**config.mk**
```make
export PLATFORM = sky130hd
export DESIGN_NAME = fifo_word_packer
export DESIGN_NICKNAME = d
export VERILOG_FILES = /design/src/rtl/fifo_pkg.sv /design/src/rtl/word_out_slot.sv /design/src/rtl/fifo_word_packer.sv
export SDC_FILE = /design/constraint.sdc
export NUM_CORES = 1
export LEC_CHECK = 0
export CAP_MARGIN = 20
export CORE_MARGIN = 4
export CORE_UTILIZATION = 49
export CTS_CLUSTER_DIAMETER = 100
export DETAILED_ROUTE_END_ITERATION = 8
export PLACE_DENSITY = 0.83
export SETUP_SLACK_MARGIN = 0.4
export SLEW_MARGIN = 20
export SYNTH_ARGS = -nofsm -noshare
export SYNTH_HDL_FRONTEND = slang
export SYNTH_SLANG_ARGS = --single-unit
```
**constraint.sdc**
```tcl
create_clock -name clk -period 2.5 [get_ports clk]
set_input_delay 0.5 -clock clk [delete_from_list [all_inputs] [get_ports clk]]
set_output_delay 0.5 -clock clk [all_outputs]
set_load 0.1 [all_outputs]
```
**src/rtl/fifo_pkg.sv**
```systemverilog
// Shared constants and payload types for the byte FIFO and its word packer.
package fifo_pkg;

   localparam int unsigned FIFO_WIDTH     = 3;
   localparam int unsigned FIFO_SIZE      = 1 << FIFO_WIDTH;
   localparam int unsigned BYTE_W         = 8;
   localparam int unsigned BYTES_PER_WORD = 4;
   localparam int unsigned CNT_W          = $clog2(BYTES_PER_WORD) + 1;
   localparam int unsigned WORD_W         = BYTE_W * BYTES_PER_WORD;

   typedef struct packed {
      logic [WORD_W-1:0] data;
      logic [CNT_W-1:0]  bytes;
   } word_t;

endpackage

```
**src/rtl/word_out_slot.sv**
```systemverilog
// One-entry valid/ready holding register presenting packed words downstream.
module word_out_slot
   import fifo_pkg::*;
(
   input  logic              clk,
   input  logic              rst,
   input  logic              load,
   input  word_t             load_word,
   input  logic              out_ready,
   output logic [WORD_W-1:0] out_data,
   output logic [CNT_W-1:0]  out_bytes,
   output logic              out_valid,
   output logic              slot_free_c
);

   // A word leaving this cycle frees the slot for a same-cycle reload.
   assign slot_free_c = !out_valid || out_ready;

   always_ff @(posedge clk) begin
      if (rst) begin
         out_data  <= '0;
         out_bytes <= '0;
         out_valid <= 1'b0;
      end else if (load) begin
         out_data  <= load_word.data;
         out_bytes <= load_word.bytes;
         out_valid <= 1'b1;
      end else if (out_ready) begin
         out_valid <= 1'b0;
      end
   end

endmodule

```
**src/rtl/fifo_word_packer.sv**
```systemverilog
// Drains the byte FIFO and packs bytes little-endian into words, with flush
// support for emitting a trailing partial word.
module fifo_word_packer
   import fifo_pkg::*;
(
   input  logic              clk,
   input  logic              rst,
   input  logic [BYTE_W-1:0] fifo_out,
   input  logic              fifo_empty,
   output logic              pop,
   input  logic              flush,
   output logic [WORD_W-1:0] out_data,
   output logic [CNT_W-1:0]  out_bytes,
   output logic              out_valid,
   input  logic              out_ready,
   output logic              flush_done
);

   logic              pend;
   logic [CNT_W-1:0]  fill;
   logic [CNT_W-1:0]  fill_n;
   logic [WORD_W-1:0] acc;
   logic [WORD_W-1:0] acc_n;
   logic              flush_req;
   logic              flush_req_n;
   logic              flush_done_n;
   logic              slot_free;
   logic              load;
   word_t             load_word;
   logic [WORD_W-1:0] partial_word;

   // Counting the in-flight byte keeps the accumulator from being over-read.
   assign pop = !rst && !fifo_empty && !flush_req &&
                ((fill + CNT_W'(pend)) < CNT_W'(BYTES_PER_WORD));

   // Accumulated bytes with everything at or above fill forced to zero.
   always_comb begin
      partial_word = '0;
      for (int unsigned i = 0; i < BYTES_PER_WORD; i++) begin
         if (CNT_W'(i) < fill) begin
            partial_word[i*BYTE_W +: BYTE_W] = acc[i*BYTE_W +: BYTE_W];
         end
      end
   end

   always_comb begin
      acc_n        = acc;
      fill_n       = fill;
      flush_req_n  = flush_req;
      flush_done_n = 1'b0;
      load         = 1'b0;
      load_word    = '0;

      if (pend && (fill == CNT_W'(BYTES_PER_WORD - 1))) begin
         if (slot_free) begin
            load            = 1'b1;
            load_word.data  = {fifo_out, acc[WORD_W-BYTE_W-1:0]};
            load_word.bytes = CNT_W'(BYTES_PER_WORD);
            fill_n          = '0;
         end else begin
            acc_n[WORD_W-1 -: BYTE_W] = fifo_out;
            fill_n                    = CNT_W'(BYTES_PER_WORD);
         end
      end else if (pend) begin
         for (int unsigned i = 0; i < BYTES_PER_WORD; i++) begin
            if (CNT_W'(i) == fill) begin
               acc_n[i*BYTE_W +: BYTE_W] = fifo_out;
            end
         end
         fill_n = fill + CNT_W'(1);
      end else if (fill == CNT_W'(BYTES_PER_WORD)) begin
         // Full word parked in acc while the slot was busy.
         if (slot_free) begin
            load            = 1'b1;
            load_word.data  = acc;
            load_word.bytes = CNT_W'(BYTES_PER_WORD);
            fill_n          = '0;
         end
      end else if (flush_req && slot_free) begin
         if (fill != '0) begin
            load            = 1'b1;
            load_word.data  = partial_word;
            load_word.bytes = fill;
            fill_n          = '0;
         end else begin
            flush_done_n = 1'b1;
            flush_req_n  = 1'b0;
         end
      end

      if (flush && !flush_req) begin
         flush_req_n = 1'b1;
      end
   end

   always_ff @(posedge clk) begin
      if (rst) begin
         pend       <= 1'b0;
         fill       <= '0;
         acc        <= '0;
         flush_req  <= 1'b0;
         flush_done <= 1'b0;
      end else begin
         pend       <= pop;
         fill       <= fill_n;
         acc        <= acc_n;
         flush_req  <= flush_req_n;
         flush_done <= flush_done_n;
      end
   end

   always_ff @(posedge clk) begin
      if (!rst) begin
         a_fill_range: assert (fill <= CNT_W'(BYTES_PER_WORD));
      end
   end

   word_out_slot u_slot (
      .clk         (clk),
      .rst         (rst),
      .load        (load),
      .load_word   (load_word),
      .out_ready   (out_ready),
      .out_data    (out_data),
      .out_bytes   (out_bytes),
      .out_valid   (out_valid),
      .slot_free_c (slot_free)
   );

endmodule

```
==> results.json, run 1 <==
{
  "powerDensity_nw_per_um2": 637,
  "clk_latency_ns": 0.34,
  "yosys_warnings": 0,
  "worst_pin_slew_ns": 0.661,
  "p_sw_uw": 533,
  "yosys.area_share.adder_pct": 1.32,
  "holdWs_ns": 0.466,
  "io_buffer_count": 50,
  "syn-num-nets": 287,
  "synth-simple-area-share_pct": 13.9,
  "drv_slew": 0,
  "fin_setup_tns_ns": 0,
  "grt_pass1_wl_um": 10400,
  "area_delta_synth_final_pct": 24.1,
  "vias": 2230,
  "grt_usage_pct": 18.5,
  "fin_crit_ns": 2.04,
  "outcome": "finished, final reports clean",
  "cp-end-kind": "output pin",
  "core_um2": 5570,
  "stdcell_count": 400,
  "p_leak_nw": 1.50,
  "rows": 27,
  "numCtsBuffers": 9,
  "die_w_um": 84.1,
  "grt_use_met1_pct": 24.6,
  "netlist_area_um2": 2840,
  "fin_util_pct": 63.1,
  "final-setup-viol-count": 0,
  "antenna_cells": 0,
  "met2_usage_pct": 28.0,
  "start_kind": "register",
  "timing.fmax_mhz": 491,
  "drtPass1Iterations": 4,
  "drt-wirelength-per-cell_um": 15.7,
  "synth_xor_area_share_pct": 0,
  "die_area_um2": 7070,
  "final_nets": 340,
  "hp-class": "register to register",
  "ctsHoldBuffers": 0,
  "initial_core_util_pct": 50.9,
  "die_h_um": 84.1,
  "worst-path-max-fanout": 9,
  "synth-seq-area-share_pct": 52.3,
  "drive_gt1_share_pct": 24.4,
  "postRouteAntennaNets": 0,
  "synth_compound_area_share_pct": 16.1,
  "avgSynthCellArea_um2": 10.5,
  "clkPwrFrac_pct": 38.9,
  "met3_usage_pct": 3.16,
  "drtIter0Drc": 215,
  "synth.area.mux_share_pct": 12.2,
  "p_int_mw": 1.71,
  "switching_share_pct": 23.8,
  "place_congestion": 0.849,
  "dp.cells": 385,
  "cts_tree": "done",
  "total_power_mw": 2.24,
  "synthCells": 271,
  "hpwl_um": 4370,
  "grt_max_degree": 25,
  "rsz0062_at_grt": "yes",
  "drv_cap": 0,
  "synth_top_family_by_area": "compound AO/OA/AOI/OAI gates",
  "clk_pin_slew_ns": 0.08,
  "cts_sinks": 74,
  "p_comb_share_pct": 7.2,
  "finalHoldViolations": 0,
  "cts-root-buf": "clkbuf_8",
  "synth_seq_cells": 74,
  "h-tree-depth": 3,
  "post-route-drc-count": 0,
  "grt_pass1_vias": 2173,
  "via_per_inst": 5.58,
  "grt_antenna_before_repair": 0,
  "gr-max-usage-layer": "met2",
  "vdd_drop_max_v": 0.000359,
  "post-route-period-util_pct": 81.5,
  "worstSetupPathType": "register to output pin",
  "postCtsSetupBuffers": 0,
  "clock_skew_ns": 0.0120,
  "p_seq_share_pct": 53.8,
  "cp_data_required_time_ns": 2.00,
  "totalWireLength_um": 6300,
  "worst_ep_arrival_time_ns": 1.54,
  "cts_buffer_depth": 2,
  "synthDistinctLibCells": 38,
  "boundaryPins": 51,
  "relSlewSlack_pct": 55.7,
  "grt_overflow_total": 0
}
## kinds of logic after synthesis
logic type	count (synthesis)
buffers and inverters	22
multiplexers	34
flip-flops	74
adder cells (fa/ha/maj)	3
AND/OR/NAND/NOR	77
AO/OA/AOI/OAI	61
## state kept, by name (all words and copies together), names as in the netlist
name and count:
acc 32, fill 3, flush_done 1, flush_req 1, pend 1, u_slot.out_bytes 3
u_slot.out_data 32, u_slot.out_valid 1
## synthesized netlist by cell type, drive strengths merged
cell type	instances	area [um2]
a32oi	2	17.5
nor3	4	30.0
nor2	41	156
a211oi	3	22.5
and3b	1	8.76
and3	4	25.0
buf	11	77.6
o2111ai	1	8.76
nand2	5	18.8
nor4	2	12.5
a22o	24	210
o32ai	1	16.3
nand4b	1	15.0
o21ai	4	20.0
a22oi	8	60.1
nand2b	4	32.5
clkbuf	7	26.3
ha	3	37.5
mux2	1	15.0
a31oi	1	6.26
nand3	11	70.1
o211ai	1	7.51
a2bb2oi	1	8.76
inv	4	15.0
or3	1	6.26
and2b	1	7.51
dfxtp	74	1480
mux2i	33	330
a31o	1	8.76
nor2b	2	12.5
a21oi	14	70.1
## cells in the final DEF (no fill, tap or decap), types with 2 or more instances in the layout
master           Yosys  final
nand3_1              8      8
clkdlybuf4s50_1      0     11
nand2b_1             3      3
a21oi_1             14     13
nor2_1              40     40
buf_4                2     46
nor2b_1              2      2
dfxtp_1             74     71
dfxtp_2              0      3
a22oi_1              8      8
o21ai_0              4      3
mux2i_1             33     33
nor4_1               2      2
a22o_1              24     24
clkinv_2             0      2
clkbuf_8             0      9
inv_1                4      4
nor3_2               2      3
nand2_1              5      4
nand3_2              3      3
and3_1               4      3
ha_1                 3      3
a211oi_1             3      3
a32oi_1              2      2
## routing by layer
metal	wire length (um)	part of all wire (%)
met3	312	5.0
met1	2860	45
met5	0	0
met2	2930	46
met4	193	3.1
## metrics by stage
stage | cell area (um2) | setup slack, ns
2_1_floorplan | 2840 | 0.523
3_3_place_gp | 3320 | 0.231
3_5_place_dp | 3320 | 0.142
4_1_cts | 3510 | 0.391
5_1_grt | 3520 | 0.392
6_report | 3520 | 0.461
## path summary, 6_finish.rpt
kind | start | to | slack [ns] | depth (start not counted)
max | fill[0] | pop | 0.46 | 5
min | acc[0] | u_slot.out_data[0] | 0.47 | 1
max reg2reg | fill[1] | u_slot.out_data[21] | 0.56 | 7
min reg2reg | acc[0] | u_slot.out_data[0] | 0.47 | 1
## layout make-up
type,count,area [um2]
flip-flops and latches,74,1490
clock inverters,5,56.3
fillers,472,2060
clock buffers,10,128
inverters,4,15.0
repair buffers,60,495
well taps,72,90.1
multi-input cells,175,1250
## worst max-delay path: stages (launching register included)
cell	delay [ns]
dfxtp_1	0.33
buf_4	0.18
nand2_2	0.13
o21ai_1	0.17
and3_2	0.22
buf_12	0.17
## power by group through the flow
stage | sequential, mW | clock, mW | combinational (mW)
detailed placement | 1.23 | 0 | 0.159
floorplan | 1.24 | 0 | 0.0950
global placement | 1.23 | 0 | 0.156
global route | 1.21 | 0.944 | 0.173
CTS | 1.21 | 0.889 | 0.160
finish | 1.21 | 0.873 | 0.162
## what timing repair did
| item | in CTS | in global routing |
|---|---|---|
| resized for setup | 6 | 3 |
| hold endpoints to repair | 0 | 0 |
| cloned | 0 | 0 |
| endpoints found under the setup margin | 21 | 3 |
Note: power is estimated with default switching activity, not from simulation.
==> run 2: changes to the inputs <==
==> constraint.sdc (replaced) <==
create_clock -name clk -period 1.94 [get_ports clk]
set_input_delay 0.388 -clock clk [delete_from_list [all_inputs] [get_ports clk]]
set_output_delay 0.388 -clock clk [all_outputs]
set_load 0.1 [all_outputs]
==> run 2 against run 1 <==
Compared with the run above:
- total power up 34%
- sequential share of layout area down 4.4 points
- first-iteration DRC count down 28%
- count of clock-buffer cells in the layout unchanged
- clock skew down 0.0040 ns
- critical path depth down 2
==> results.json, run 2 (synthesis gave the netlist of run 1 again) <==
{
  "outcome": "finished, final reports clean",
  "hold_start": "acc[5]",
  "drv_cap": 0,
  "hold_depth": 1,
  "drive_gt1_share_pct": 36.3,
  "die_area_um2": 7070,
  "fin_crit_ns": 1.79,
  "p_comb_share_pct": 9.1,
  "fin_util_pct": 71.0,
  "relSlewSlack_pct": 68.0,
  "grt_pass1_wl_um": 11400,
  "reg.largest.list": "acc x32, u_slot.out_data x32",
  "rr_startpoint": "fill[1]",
  "vdd_drop_max_v": 0.000534,
  "post-route-drc-count": 0,
  "rows": 27,
  "initial_core_util_pct": 50.9,
  "cts-root-buf": "clkbuf_8",
  "cts_buffer_depth": 2,
  "via_per_inst": 5.63,
  "cts_sinks": 74,
  "final_cell_mix": "69 x dfxtp_1, 65 x buf_4, 39 x nor2_1",
  "reg2reg_depth": 7,
  "routedLengthMet1_um": 3240,
  "hpwl_um": 4520,
  "route.met3.wl_um": 508,
  "area_delta_synth_final_pct": 39.5,
  "worst-path-max-fanout": 8,
  "die_h_um": 84.1,
  "p_sw_uw": 756,
  "p_seq_share_pct": 51.7,
  "place_congestion": 0.869,
  "drv_slew": 0,
  "core_um2": 5570,
  "cp_data_required_time_ns": 1.55,
  "numCtsBuffers": 9,
  "vias": 2423,
  "totalWireLength_um": 7720,
  "cp-end-kind": "output pin",
  "h-tree-depth": 3,
  "fin_area_um2": 3960,
  "clkPwrFrac_pct": 39.2,
  "regToRegEndpoint": "u_slot.out_data[18]",
  "worst_pin_slew_ns": 0.480,
  "drtPass1Iterations": 4,
  "worstSetupPathType": "register to output pin",
  "drt-wirelength-per-cell_um": 17.9,
  "postRouteAntennaNets": 0,
  "p_leak_nw": 1.72,
  "timing.fmax_mhz": 559,
  "final_nets": 369,
  "fill_cells": 393,
  "p_int_mw": 2.25,
  "antenna_cells": 0,
  "final_common_cell": "dfxtp_1",
  "grt_overflow_total": 0,
  "worst_ep_arrival_time_ns": 1.40,
  "switching_share_pct": 25.2,
  "die_w_um": 84.1,
  "clk_latency_ns": 0.35,
  "post-route-period-util_pct": 92.2,
  "start_kind": "register",
  "hp-class": "register to register",
  "wl_met2_um": 3760,
  "clock_skew_ns": 0.00800,
  "top_layer_used": "met4",
  "whs_endpoint": "u_slot.out_data[5]",
  "powerDensity_nw_per_um2": 759,
  "grt_pass1_vias": 2352,
  "r2r_setup_slack_ns": 0.20,
  "io_buffer_count": 50,
  "final-setup-viol-count": 0,
  "clk_pin_slew_ns": 0.08,
  "grt_max_degree": 36,
  "critPathLaunch": "flush_req",
  "cts_tree": "done",
  "dpl_cell_area_um2": 3440,
  "rsz0062_at_grt": "yes",
  "finalHoldViolations": 0,
  "boundaryPins": 51,
  "grt_usage_pct": 20.5,
  "drtIter0Drc": 155,
  "grt_antenna_before_repair": 0
}
run 2: changes by cell type in the layout (fill, tap and decap cells not counted), moves of 3 or more:
cell	delta
nand3_2	-3
dfxtp_4	+4
buf_6	+6
buf_4	+19
inv_1	-3
nand3_4	+3
run 2: through the flow:
step | total power, mW | cells | setup TNS (ns) | setup WS [ns] | hold WS, ns
6_report | 3.00 | 430 | 0 | 0.151 | 0.470
5_1_grt | 3.11 | 430 | 0 | 0.112 | 0.484
4_1_cts | 2.99 | 426 | 0 | 0.175 | 0.471
3_5_place_dp | 1.81 | 395 | -3.61 | -0.261 | 0.453
3_3_place_gp | 1.80 | 395 | -2.71 | -0.205 | 0.449
2_1_floorplan | 1.73 | 271 | 0 | 0.150 | 0.442
run 2: area by class of cell:
cell class              instances  area [um2]  area share, %
clock inverters                 6        65.1           1.65
clock buffers                  10         128           3.23
repair buffers                 89         776           19.6
flip-flops and latches         74        1500           37.9
multi-input cells             175        1380           34.9
well taps                      72        90.1           2.28
inverters                       4        17.5          0.443
run 2: metal layers:
layer | vias to the layer above | global-route usage [%]
met1 | 1169 | 26.6
met4 | 0 | 8.77
met5 | - | 0
li1 | 1143 | -
met3 | 21 | 6.42
met2 | 90 | 31.4
run 2: worst max path at each step:
stage                     endpoint  slack [ns]  cells past startpoint
3_5_place_dp   u_slot.out_data[14]       -0.26                      5
3_3_place_gp   u_slot.out_data[15]       -0.21                      5
6_report                       pop        0.15                      3
2_1_floorplan   u_slot.out_data[0]        0.15                     10
4_1_cts                        pop        0.18                      5
5_1_grt                        pop        0.11                      3
run 2: power groups by stage:
stage / clock network [mW] / logic, mW / registers [mW]
2_1_floorplan: 0 / 0.128 / 1.60
3_3_place_gp: 0 / 0.217 / 1.59
3_5_place_dp: 0 / 0.220 / 1.59
4_1_cts: 1.19 / 0.245 / 1.55
5_1_grt: 1.26 / 0.289 / 1.55
6_report: 1.18 / 0.274 / 1.55
run 2: timing repair:
action,4_1_cts,5_1_grt
gates cloned,0,1
resized for setup,30,19
buffers inserted,15,3
hold buffers,0,0
endpoints found under the setup margin,56,73
pin swaps,7,8
run 2: worst max-delay path, stage by stage (launching register included):
cell     delay, ns
dfxtp_1       0.42
nor3_2        0.24
and3_4        0.22
buf_12        0.17
